### src/rtl/data_memory_pkg.sv
// Purpose: shared types and helpers for the data memory arbiter.
// Latency: n/a (types and a pure function only).
// Backpressure: n/a.
package data_memory_pkg;

    localparam int DATA_WIDTH = 32;

    typedef enum logic {
        PORT_CORE = 1'b0,
        PORT_DMA  = 1'b1
    } port_id_t;

    typedef enum logic {
        SLOT_EMPTY = 1'b0,
        SLOT_FULL  = 1'b1
    } slot_state_t;

    // Word 0 is reserved and read-only: stores there are refused like
    // out-of-range accesses.
    function automatic logic access_faults(
        input logic [DATA_WIDTH-1:0] addr,
        input logic                  is_write,
        input logic [DATA_WIDTH-1:0] depth
    );
        return (addr >= depth) || (is_write && (addr == '0));
    endfunction

endpackage

### src/rtl/data_memory_arbiter.sv
// Purpose: arbitrates core and dma requests onto one single-port data memory, core priority with dma starvation guard.
// Latency: request accepted in cycle N, response valid in cycle N+1 from a one-entry registered slot.
// Backpressure: a full slot whose owner is not ready blocks both requesters; drain and refill can share a cycle.
// Ports: core_req_* / dma_req_* valid-ready request ports, core_resp_* / dma_resp_* response handshakes,
//        resp_read_data / resp_error shared response payload, mem_* drive and sample the memory.
module data_memory_arbiter
    import data_memory_pkg::*;
#(
    parameter int DEPTH    = 32,
    parameter int MAX_WAIT = 4
) (
    input  logic                  clock,
    input  logic                  reset,

    input  logic                  core_req_valid,
    output logic                  core_req_ready,
    input  logic                  core_req_write,
    input  logic [DATA_WIDTH-1:0] core_req_address,
    input  logic [DATA_WIDTH-1:0] core_req_write_data,

    input  logic                  dma_req_valid,
    output logic                  dma_req_ready,
    input  logic                  dma_req_write,
    input  logic [DATA_WIDTH-1:0] dma_req_address,
    input  logic [DATA_WIDTH-1:0] dma_req_write_data,

    output logic                  core_resp_valid,
    input  logic                  core_resp_ready,
    output logic                  dma_resp_valid,
    input  logic                  dma_resp_ready,
    output logic [DATA_WIDTH-1:0] resp_read_data,
    output logic                  resp_error,

    output logic [DATA_WIDTH-1:0] mem_address,
    output logic [DATA_WIDTH-1:0] mem_write_data,
    output logic                  mem_write_enable,
    output logic                  mem_read_enable,
    input  logic [DATA_WIDTH-1:0] mem_read_data
);

    localparam int                    WAIT_W   = $clog2(MAX_WAIT + 1);
    localparam logic [WAIT_W-1:0]     WAIT_MAX = WAIT_W'(MAX_WAIT);
    localparam logic [DATA_WIDTH-1:0] DEPTH_W  = DATA_WIDTH'(DEPTH);

    slot_state_t           r_slot_state;
    port_id_t              r_owner;
    logic [WAIT_W-1:0]     r_wait_count;
    logic [DATA_WIDTH-1:0] r_resp_read_data;
    logic                  r_resp_error;

    logic                  w_owner_ready;
    logic                  w_can_accept;
    logic                  w_dma_forced;
    logic                  w_grant_core;
    logic                  w_grant_dma;
    logic                  w_accept;
    port_id_t              w_winner;
    logic                  w_sel_write;
    logic [DATA_WIDTH-1:0] w_sel_address;
    logic [DATA_WIDTH-1:0] w_sel_write_data;
    logic                  w_fault;
    logic                  w_mem_go;

    // Gating with reset keeps ready and memory strobes low while reset is held,
    // so nothing reaches memory once reset asserts mid-transaction.
    assign w_owner_ready = (r_owner == PORT_DMA) ? dma_resp_ready : core_resp_ready;
    assign w_can_accept  = reset && ((r_slot_state == SLOT_EMPTY) || w_owner_ready);

    assign w_dma_forced = dma_req_valid && (r_wait_count == WAIT_MAX);
    assign w_grant_dma  = w_can_accept && dma_req_valid && (w_dma_forced || !core_req_valid);
    assign w_grant_core = w_can_accept && core_req_valid && !w_dma_forced;
    assign w_accept     = w_grant_core || w_grant_dma;
    assign w_winner     = w_grant_dma ? PORT_DMA : PORT_CORE;

    assign w_sel_write      = (w_winner == PORT_DMA) ? dma_req_write      : core_req_write;
    assign w_sel_address    = (w_winner == PORT_DMA) ? dma_req_address    : core_req_address;
    assign w_sel_write_data = (w_winner == PORT_DMA) ? dma_req_write_data : core_req_write_data;

    assign w_fault  = access_faults(w_sel_address, w_sel_write, DEPTH_W);
    assign w_mem_go = w_accept && !w_fault;

    assign core_req_ready = w_grant_core;
    assign dma_req_ready  = w_grant_dma;

    // Faulting accesses leave the whole memory bus idle, not just the enables.
    assign mem_address      = w_mem_go ? w_sel_address : '0;
    assign mem_write_data   = (w_mem_go && w_sel_write) ? w_sel_write_data : '0;
    assign mem_write_enable = w_mem_go && w_sel_write;
    assign mem_read_enable  = w_mem_go && !w_sel_write;

    assign core_resp_valid = (r_slot_state == SLOT_FULL) && (r_owner == PORT_CORE);
    assign dma_resp_valid  = (r_slot_state == SLOT_FULL) && (r_owner == PORT_DMA);
    assign resp_read_data  = r_resp_read_data;
    assign resp_error      = r_resp_error;

    always_ff @(posedge clock or negedge reset) begin
        if (!reset) begin
            r_slot_state     <= SLOT_EMPTY;
            r_owner          <= PORT_CORE;
            r_resp_read_data <= '0;
            r_resp_error     <= 1'b0;
        end else if (w_accept) begin
            r_slot_state     <= SLOT_FULL;
            r_owner          <= w_winner;
            r_resp_read_data <= (w_fault || w_sel_write) ? '0 : mem_read_data;
            r_resp_error     <= w_fault;
        end else if ((r_slot_state == SLOT_FULL) && w_owner_ready) begin
            r_slot_state <= SLOT_EMPTY;
        end
    end

    // Counts consecutive denied dma cycles, including cycles lost to a blocked
    // slot; a dropped request forfeits its accumulated priority.
    always_ff @(posedge clock or negedge reset) begin
        if (!reset) begin
            r_wait_count <= '0;
        end else if (!dma_req_valid || w_grant_dma) begin
            r_wait_count <= '0;
        end else if (r_wait_count != WAIT_MAX) begin
            r_wait_count <= r_wait_count + WAIT_W'(1);
        end
    end

endmodule

### config.mk
export PLATFORM = sky130hd
export DESIGN_NAME = data_memory_arbiter
export DESIGN_NICKNAME = d
export VERILOG_FILES = /design/src/rtl/data_memory_pkg.sv /design/src/rtl/data_memory_arbiter.sv
export SDC_FILE = /design/constraint.sdc
export NUM_CORES = 1
export LEC_CHECK = 0
export CAP_MARGIN = 10
export CORE_AREA = 2 2 136 72
export DETAILED_ROUTE_END_ITERATION = 6
export DIE_AREA = 0 0 138 74
export GPL_TIMING_DRIVEN = 1
export MAX_ROUTING_LAYER = met4
export PLACE_DENSITY = 0.93
export SYNTH_ARGS = -nofsm -noshare
export SYNTH_HDL_FRONTEND = slang
export SYNTH_SLANG_ARGS = --single-unit
### constraint.sdc
create_clock -name clock -period 2.9 [get_ports clock]
set_clock_uncertainty 0.1 [all_clocks]
set_input_delay 0.58 -clock clock [delete_from_list [all_inputs] [get_ports clock]]
set_output_delay 0.58 -clock clock [all_outputs]
set_load 0.01 [all_outputs]
==> metrics.md, run 1 <==
| Metric | Value |
|---|---|
| Post-Syn Area | `0.00254 mm2` |
| Seq/Total Area, Yosys | `between 30 and 40%` |
| Initial antenna violation count | `0` |
| Clk root buf | `clkbuf_16` |
| GRT Residual Overflow | `0` |
| Hold Buf Count CTS | `0` |
| Capture point of the worst reg-to-reg path | `resp_read_data[9]$_DFFE_PN0P_` |
| Post-synth ARST share | `100%` |
| Synth unique cells | `37` |
| Setup tns final | `-5.97 ns` |
| # port buffers | `243` |
| Nets | `743` |
| Max Buffers Root-to-Sink | `2` |
| Via count | `3481` |
| RSZ-0062 raised after global routing | `true` |
| DR vias/cell | `5.01` |
| Starting Density | `28.0%` |
| Die area | `0.0102 mm2` |
| Synth Area per Inst | `8.36 um2` |
| Worst reg-to-reg path cell count | `14` |
| Number of flops mapped to enable cells by yosys | `0` |
| Max Cap Viol | `0` |
| Die height | `74 um` |
| Ys Warns | `0` |
| CTS H-tree depth | `2` |
| Startpoint Class | `flip-flop` |
| Die X | `138 um` |
| P_sw | `about 460 uW` |
| Min Tclk post-route | `about 3.2 ns` |
| Area after DPL | `0.00512 mm2` |
| Worst skew pair latency | `~0.28 ns` |
| Worst Setup EP | `mem_write_data[6]` |
| Post-Syn Instances | `304` |
| Number of remaining DRC errors | `0` |
| Synth Register Bits | `38` |
| Max Freq | `314 MHz` |
| Critical path fanouts, max | `8` |
| CP Data Required Time | `around 2.2 ns` |
| Share of total power in the clock network | `36.9%` |
| Critical path class | `reg -> out` |
| CTS tree | `built` |
| Pwr Total | `1.67 mW` |
| First-pass GRT wire length | `18800 um` |
| Dpl hpwl | `9470 um` |
| Status | `complete, but fails checks` |
| Reg-to-Reg Start | `r_wait_count[0]$_DFFE_PN0P_` |
| Avg WL per Cell | `about 19 um` |
| Reg clk slew, reported paths | `0.06 ns` |
| Combinational power share | `roughly 30%` |
| Leakage | `2.47 nW` |
| Iter 0 DRT Violations | `between 150 and 200` |
| Final hold violations | `0` |
| Gp weighted congestion | `0.966` |
| Final setup vio count | `39` |
| Flop pwr share | `33.0%` |
| Ant. Diodes | `0` |
| Crit share post-route | `110%` |
| Rows | `25` |
| Cell area after layout | `between 0.005 and 0.006 mm2` |
| Switching Fraction | `a little over a quarter` |
| HP Start | `resp_read_data[28]$_DFFE_PN0P_` |
| Post-Route WL | `13000 um` |
| Core ar. | `0.00907 mm2` |
| Area Overhead vs Synth | `117%` |
| Flop-to-flop setup slack | `0.10 ns` |
| Final Util | `60.8%` |
| IO Pins | `271` |
| TritonRoute pass-1 iters | `4` |
| Largest net degree at the start of global routing | `39` |
| Worst Setup End Kind | `primary output` |
| Hold crit path type | `reg -> reg` |
| Ratio of cells with drive above 1 in the final layout | `32.4%` |
| Number of global-route vias before repair | `3488` |
| Crit. Startpoint | `r_wait_count[0]$_DFFE_PN0P_` |
| Pins Over Slew Limit | `0` |
| PnR worst setup slack | `-0.281 ns` |
| Global Route Usage Sum | `between 20% and 30%` |
| Clk sink count | `38` |
| Pwr dens | `303 mW/mm2` |
| Peak supply drop | `0.237 mV` |
| Int Pwr | `1.21 mW` |
| Ys flop type | `dfrtp_1` |
| Num CTS Buffers | `5` |
| Place WS | `-0.895 ns` |
| Crit path DAT | `2.50 ns` |
| Failing checks | `setup timing` |
| ANT nets after route | `0` |
## logic make-up (layout without fill, tap and decap cells)
logic type                 Yosys count  after routing  synth area share [%]
other                                1             27                 0.147
buffers and inverters               57            301                  13.6
DFF                                 38             38                  37.4
adders and majority gates            2              2                 0.984
muxes                                2              2                 0.837
AOI/OAI and AO/OA                   86             86                  25.6
and+or+nand+nor                    118            118                  21.4
## power by group through the flow
stage               Combinational (mW)  Clock, mW  Sequential [mW]
CTS                              0.482      0.626            0.550
detailed placement               0.478          0            0.559
global route                     0.539      0.655            0.552
global placement                 0.466          0            0.558
finish                           0.503      0.616            0.550
floorplan                        0.168          0            0.559
## stage by stage
stage	std cells	hold slack, ns
3_5_place_dp	670	0.381
4_1_cts	691	0.393
3_3_place_gp	670	0.373
6_report	695	0.387
5_1_grt	695	0.401
2_1_floorplan	330	0.184
## worst min path at each step
stage                     slack, ns  cells past startpoint                              to
after global routing           0.40                      1  resp_read_data[10]$_DFFE_PN0P_
final                          0.39                      1  resp_read_data[28]$_DFFE_PN0P_
after detailed placement       0.38                      1  resp_read_data[28]$_DFFE_PN0P_
after CTS                      0.39                      1   resp_read_data[7]$_DFFE_PN0P_
after floorplan                0.18                      0             r_owner$_DFFE_PN0P_
after global placement         0.37                      1  resp_read_data[21]$_DFFE_PN0P_
## per-layer routing
layer / global-route usage [%] / vias up / part of all wire (%)
met2: 40.1 / 197 / 49
met1: 31.2 / 1677 / 41
met4: 6.01 / 0 / 1.8
met5: - / - / 0
met3: 6.37 / 20 / 8.0
li1: - / 1587 / -
## cell usage in the layout (no fill, tap or decap), types with 3 or more instances in the layout
master and n:
nand4_1 4, buf_4 30, dlygate4sd2_1 11, a32o_1 32, nor4_2 9, clkdlybuf4s50_1 145, clkbuf_2 13, clkdlybuf4s15_1 13
dfrtp_1 38, a21oi_4 3, o21ai_0 3, a21oi_1 8, nand2_1 81, buf_6 13, conb_1 27, clkbuf_16 5
dlymetal6s2s_1 4, buf_2 49, a21boi_2 5, inv_1 4, a21oi_2 24, nor4_4 4, nor2_1 5
## sequential cells by signal, indices dropped and copies added, names as in the netlist
name,flops
r_wait_count,3
resp_error,1
r_slot_state,1
r_owner,1
resp_read_data,32
## synth_stat cells, types with 2 or more instances
master / instances / share of area [%]
inv_1: 7 / 1.0
o21ai_0: 4 / 0.79
nor2_2: 2 / 0.49
nor2_1: 5 / 0.74
clkbuf_1: 10 / 1.5
o211ai_1: 2 / 0.59
buf_2: 9 / 1.8
nor4_1: 13 / 3.2
nand3_1: 2 / 0.39
a32o_1: 32 / 13
buf_6: 2 / 0.89
a21boi_0: 5 / 1.5
nor3_1: 2 / 0.39
nand4_1: 4 / 0.98
buf_4: 27 / 8.0
dfrtp_1: 38 / 37
ha_1: 2 / 0.98
and2_1: 4 / 0.98
nand2_1: 81 / 12
or4b_1: 2 / 0.79
a21oi_1: 35 / 6.9
## cell type report
cell class | count | area (um2)
fill | 794 | 3560
timing repair buffer | 285 | 2540
multi-input combinational | 235 | 1670
sequential | 38 | 951
tap | 121 | 151
clock buffer | 5 | 125
clock inverter | 3 | 40.0
inverter | 8 | 37.5
## critical path, stage by stage (launching register included)
cell	delay, ns
dfrtp_1	0.37
inv_2	0.06
ha_4	0.17
buf_4	0.15
nand3_1	0.13
a32oi_2	0.14
a211oi_2	0.24
buf_4	0.17
o221ai_4	0.13
buf_6	0.17
buf_16	0.14
buf_6	0.11
a21oi_2	0.09
buf_2	0.15
## repair_timing
item                                    in CTS  in global routing
endpoints found under the hold margin        0                  0
gates cloned                                 4                  0
setup buffers                               10                  8
endpoints found under the setup margin      40                 40
resized for setup                          332                 68
pin swaps                                   30                 23
No activity file was read; power rests on OpenSTA's default activity.
==> run 2: changes to the inputs <==
- SLEW_MARGIN: default -> 0
==> results of run 2 <==
Same layout as run 1: the final DEF is identical, and so are final timing and power.
==> run 3: changes to the inputs <==
- CTS_BUF_LIST: default -> sky130_fd_sc_hd__clkbuf_8
==> metrics.md, run 3 (synthesized netlist as in run 1, its figures left out) <==
| Metric | Value |
|---|---|
| Worst Setup End Kind | `primary output` |
| Num CTS Buffers | `5` |
| Multi-input logic area | `0.00167 mm2` |
| Die area | `0.0102 mm2` |
| Worst reg-to-reg path cell count | `14` |
| CTS H-tree depth | `2` |
| Worst hold slack | `roughly 0.4 ns` |
| TritonRoute pass-1 iters | `5` |
| Number of remaining DRC errors | `0` |
| Clk sink count | `38` |
| Reg clk slew, reported paths | `~0.07 ns` |
| Combinational power share | `approximately a third` |
| First-pass GRT wire length | `19000 um` |
| Worst Setup EP | `mem_write_data[6]` |
| Reg-to-Reg Start | `r_wait_count[0]$_DFFE_PN0P_` |
| Final Util | `between 60% and 70%` |
| Max Buffers Root-to-Sink | `2` |
| Crit share post-route | `110%` |
| Area after DPL | `0.00512 mm2` |
| Switching Fraction | `29.0%` |
| Iter 0 DRT Violations | `166` |
| Pwr Total | `1.50 mW` |
| Startpoint Class | `primary input` |
| DR vias/cell | `~5.0` |
| Fillers | `~800` |
| Flop pwr share | `36.7%` |
| Post-route insts no fill | `696` |
| Die height | `74 um` |
| Min Tclk post-route | `3.19 ns` |
| P_sw | `between 400 and 500 uW` |
| Flop-to-flop setup slack | `~0.11 ns` |
| ANT nets after route | `0` |
| Area Overhead vs Synth | `115%` |
| PnR worst setup slack | `-0.285 ns` |
| Nets | `744` |
| Pwr dens | `~270 mW/mm2` |
| Failing checks | `setup timing` |
| Max Cap Viol | `0` |
| Largest net degree at the start of global routing | `39` |
| Number of flip-flops in the largest register | `32` |
| Most common cell after layout, fill and taps aside | `clkdlybuf4s50_1` |
| Via count | `around 3500` |
| CP Data Required Time | `2.22 ns` |
| GRT Residual Overflow | `0` |
| Setup tns final | `-6.86 ns` |
| Die X | `roughly 140 um` |
| Worst skew pair latency | `just under 0.3 ns` |
| Int Pwr | `1.06 mW` |
| Leakage | `between 2 and 2.5 nW` |
| CP max stage cell | `nor4_4` |
| Cell area after layout | `approximately 0.0055 mm2` |
| Post-Route WL | `13000 um` |
| # port buffers | `243` |
| Dpl hpwl | `9470 um` |
| Share of total power in the clock network | `29.6%` |
| RSZ-0062 raised after global routing | `true` |
| Capture point of the worst reg-to-reg path | `resp_read_data[15]$_DFFE_PN0P_` |
| Avg WL per Cell | `18.7 um` |
| Hold Buf Count CTS | `0` |
| Starting Density | `28.0%` |
| Reg area | `951 um2` |
| Rows | `25` |
| Clk root buf | `clkbuf_8` |
| Final hold violations | `0` |
| Critical path's most frequent cell | `buf_6` |
| Max Freq | `about 310 MHz` |
| Critical path fanouts, max | `8` |
| Core ar. | `0.00907 mm2` |
| Critical path cell sequence | `clkdlybuf4s15_1 -> nor4_2 -> nand4_1 -> nor4_4 -> o221ai_4 -> buf_6 -> buf_16 -> buf_6 -> a21oi_2 -> buf_2` |
| Peak supply drop | `~0.26 mV` |
| CTS tree | `built` |
| Global Route Usage Sum | `24.8%` |
| Critical Path Max Stage Delay | `0.44 ns` |
| Ant. Diodes | `0` |
| Gp weighted congestion | `just under 1` |
| Crit path DAT | `2.51 ns` |
| Critical path class | `in -> out` |
| IO Pins | `271` |
| Crit. Startpoint | `dma_req_address[6]` |
| Place WS | `-0.895 ns` |
| Final setup vio count | `39` |
| Status | `complete, but fails checks` |
| Placed Cells | `670` |
| Ratio of cells with drive above 1 in the final layout | `31.8%` |
| Pins Over Slew Limit | `0` |
| Number of global-route vias before repair | `around 3500` |
| Most frequent cells in the layout | `clkdlybuf4s50_1 (147), nand2_1 (81), buf_2 (49), dfrtp_1 (38), a32o_1 (32)` |
| Initial antenna violation count | `0` |
| Hold crit path type | `reg -> reg` |
==> run 3: metal layers <==
layer,wire [um],global-route usage (%)
met1,5320,31.1
met2,6420,41.1
met3,1060,6.37
met4,221,5.67
met5,0,-
==> run 3: worst min-delay path by stage <==
stage / slack [ns] / start / to / cells past startpoint
2_1_floorplan: 0.18 / reset / r_owner$_DFFE_PN0P_ / 0
3_3_place_gp: 0.37 / resp_read_data[21]$_DFFE_PN0P_ / resp_read_data[21]$_DFFE_PN0P_ / 1
3_5_place_dp: 0.38 / resp_read_data[28]$_DFFE_PN0P_ / resp_read_data[28]$_DFFE_PN0P_ / 1
4_1_cts: 0.40 / reset / r_owner$_DFFE_PN0P_ / 3
5_1_grt: 0.41 / resp_read_data[10]$_DFFE_PN0P_ / resp_read_data[10]$_DFFE_PN0P_ / 1
6_report: 0.39 / resp_read_data[28]$_DFFE_PN0P_ / resp_read_data[28]$_DFFE_PN0P_ / 1
==> run 3: area by class of cell <==
cell class / count / share of cell area, %
clock buffer: 5 / 1.26
timing repair buffer: 286 / 46.6
inverter: 8 / 0.642
multi-input combinational: 235 / 30.6
tap: 121 / 2.77
clock inverter: 3 / 0.733
sequential: 38 / 17.4
==> run 3: critical path: cells and delay by family <==
kind            cells  cell delay [ns]
buf+inv             5             0.75
simple gates        3             0.92
compound gates      2             0.26
==> run 3: what timing repair did <==
item	4_1_cts	5_1_grt
cloned	4	0
pin swaps	27	18
gates resized for setup	333	47
setup endpoints to repair	40	41
buffers inserted	12	8
==> run 3: power groups by stage <==
stage               clock network [mW]  logic, mW  registers (mW)
floorplan                            0      0.168           0.559
global route                     0.482      0.541           0.550
detailed placement                   0      0.478           0.559
global placement                     0      0.466           0.558
CTS                              0.458      0.485           0.549
finish                           0.444      0.505           0.550
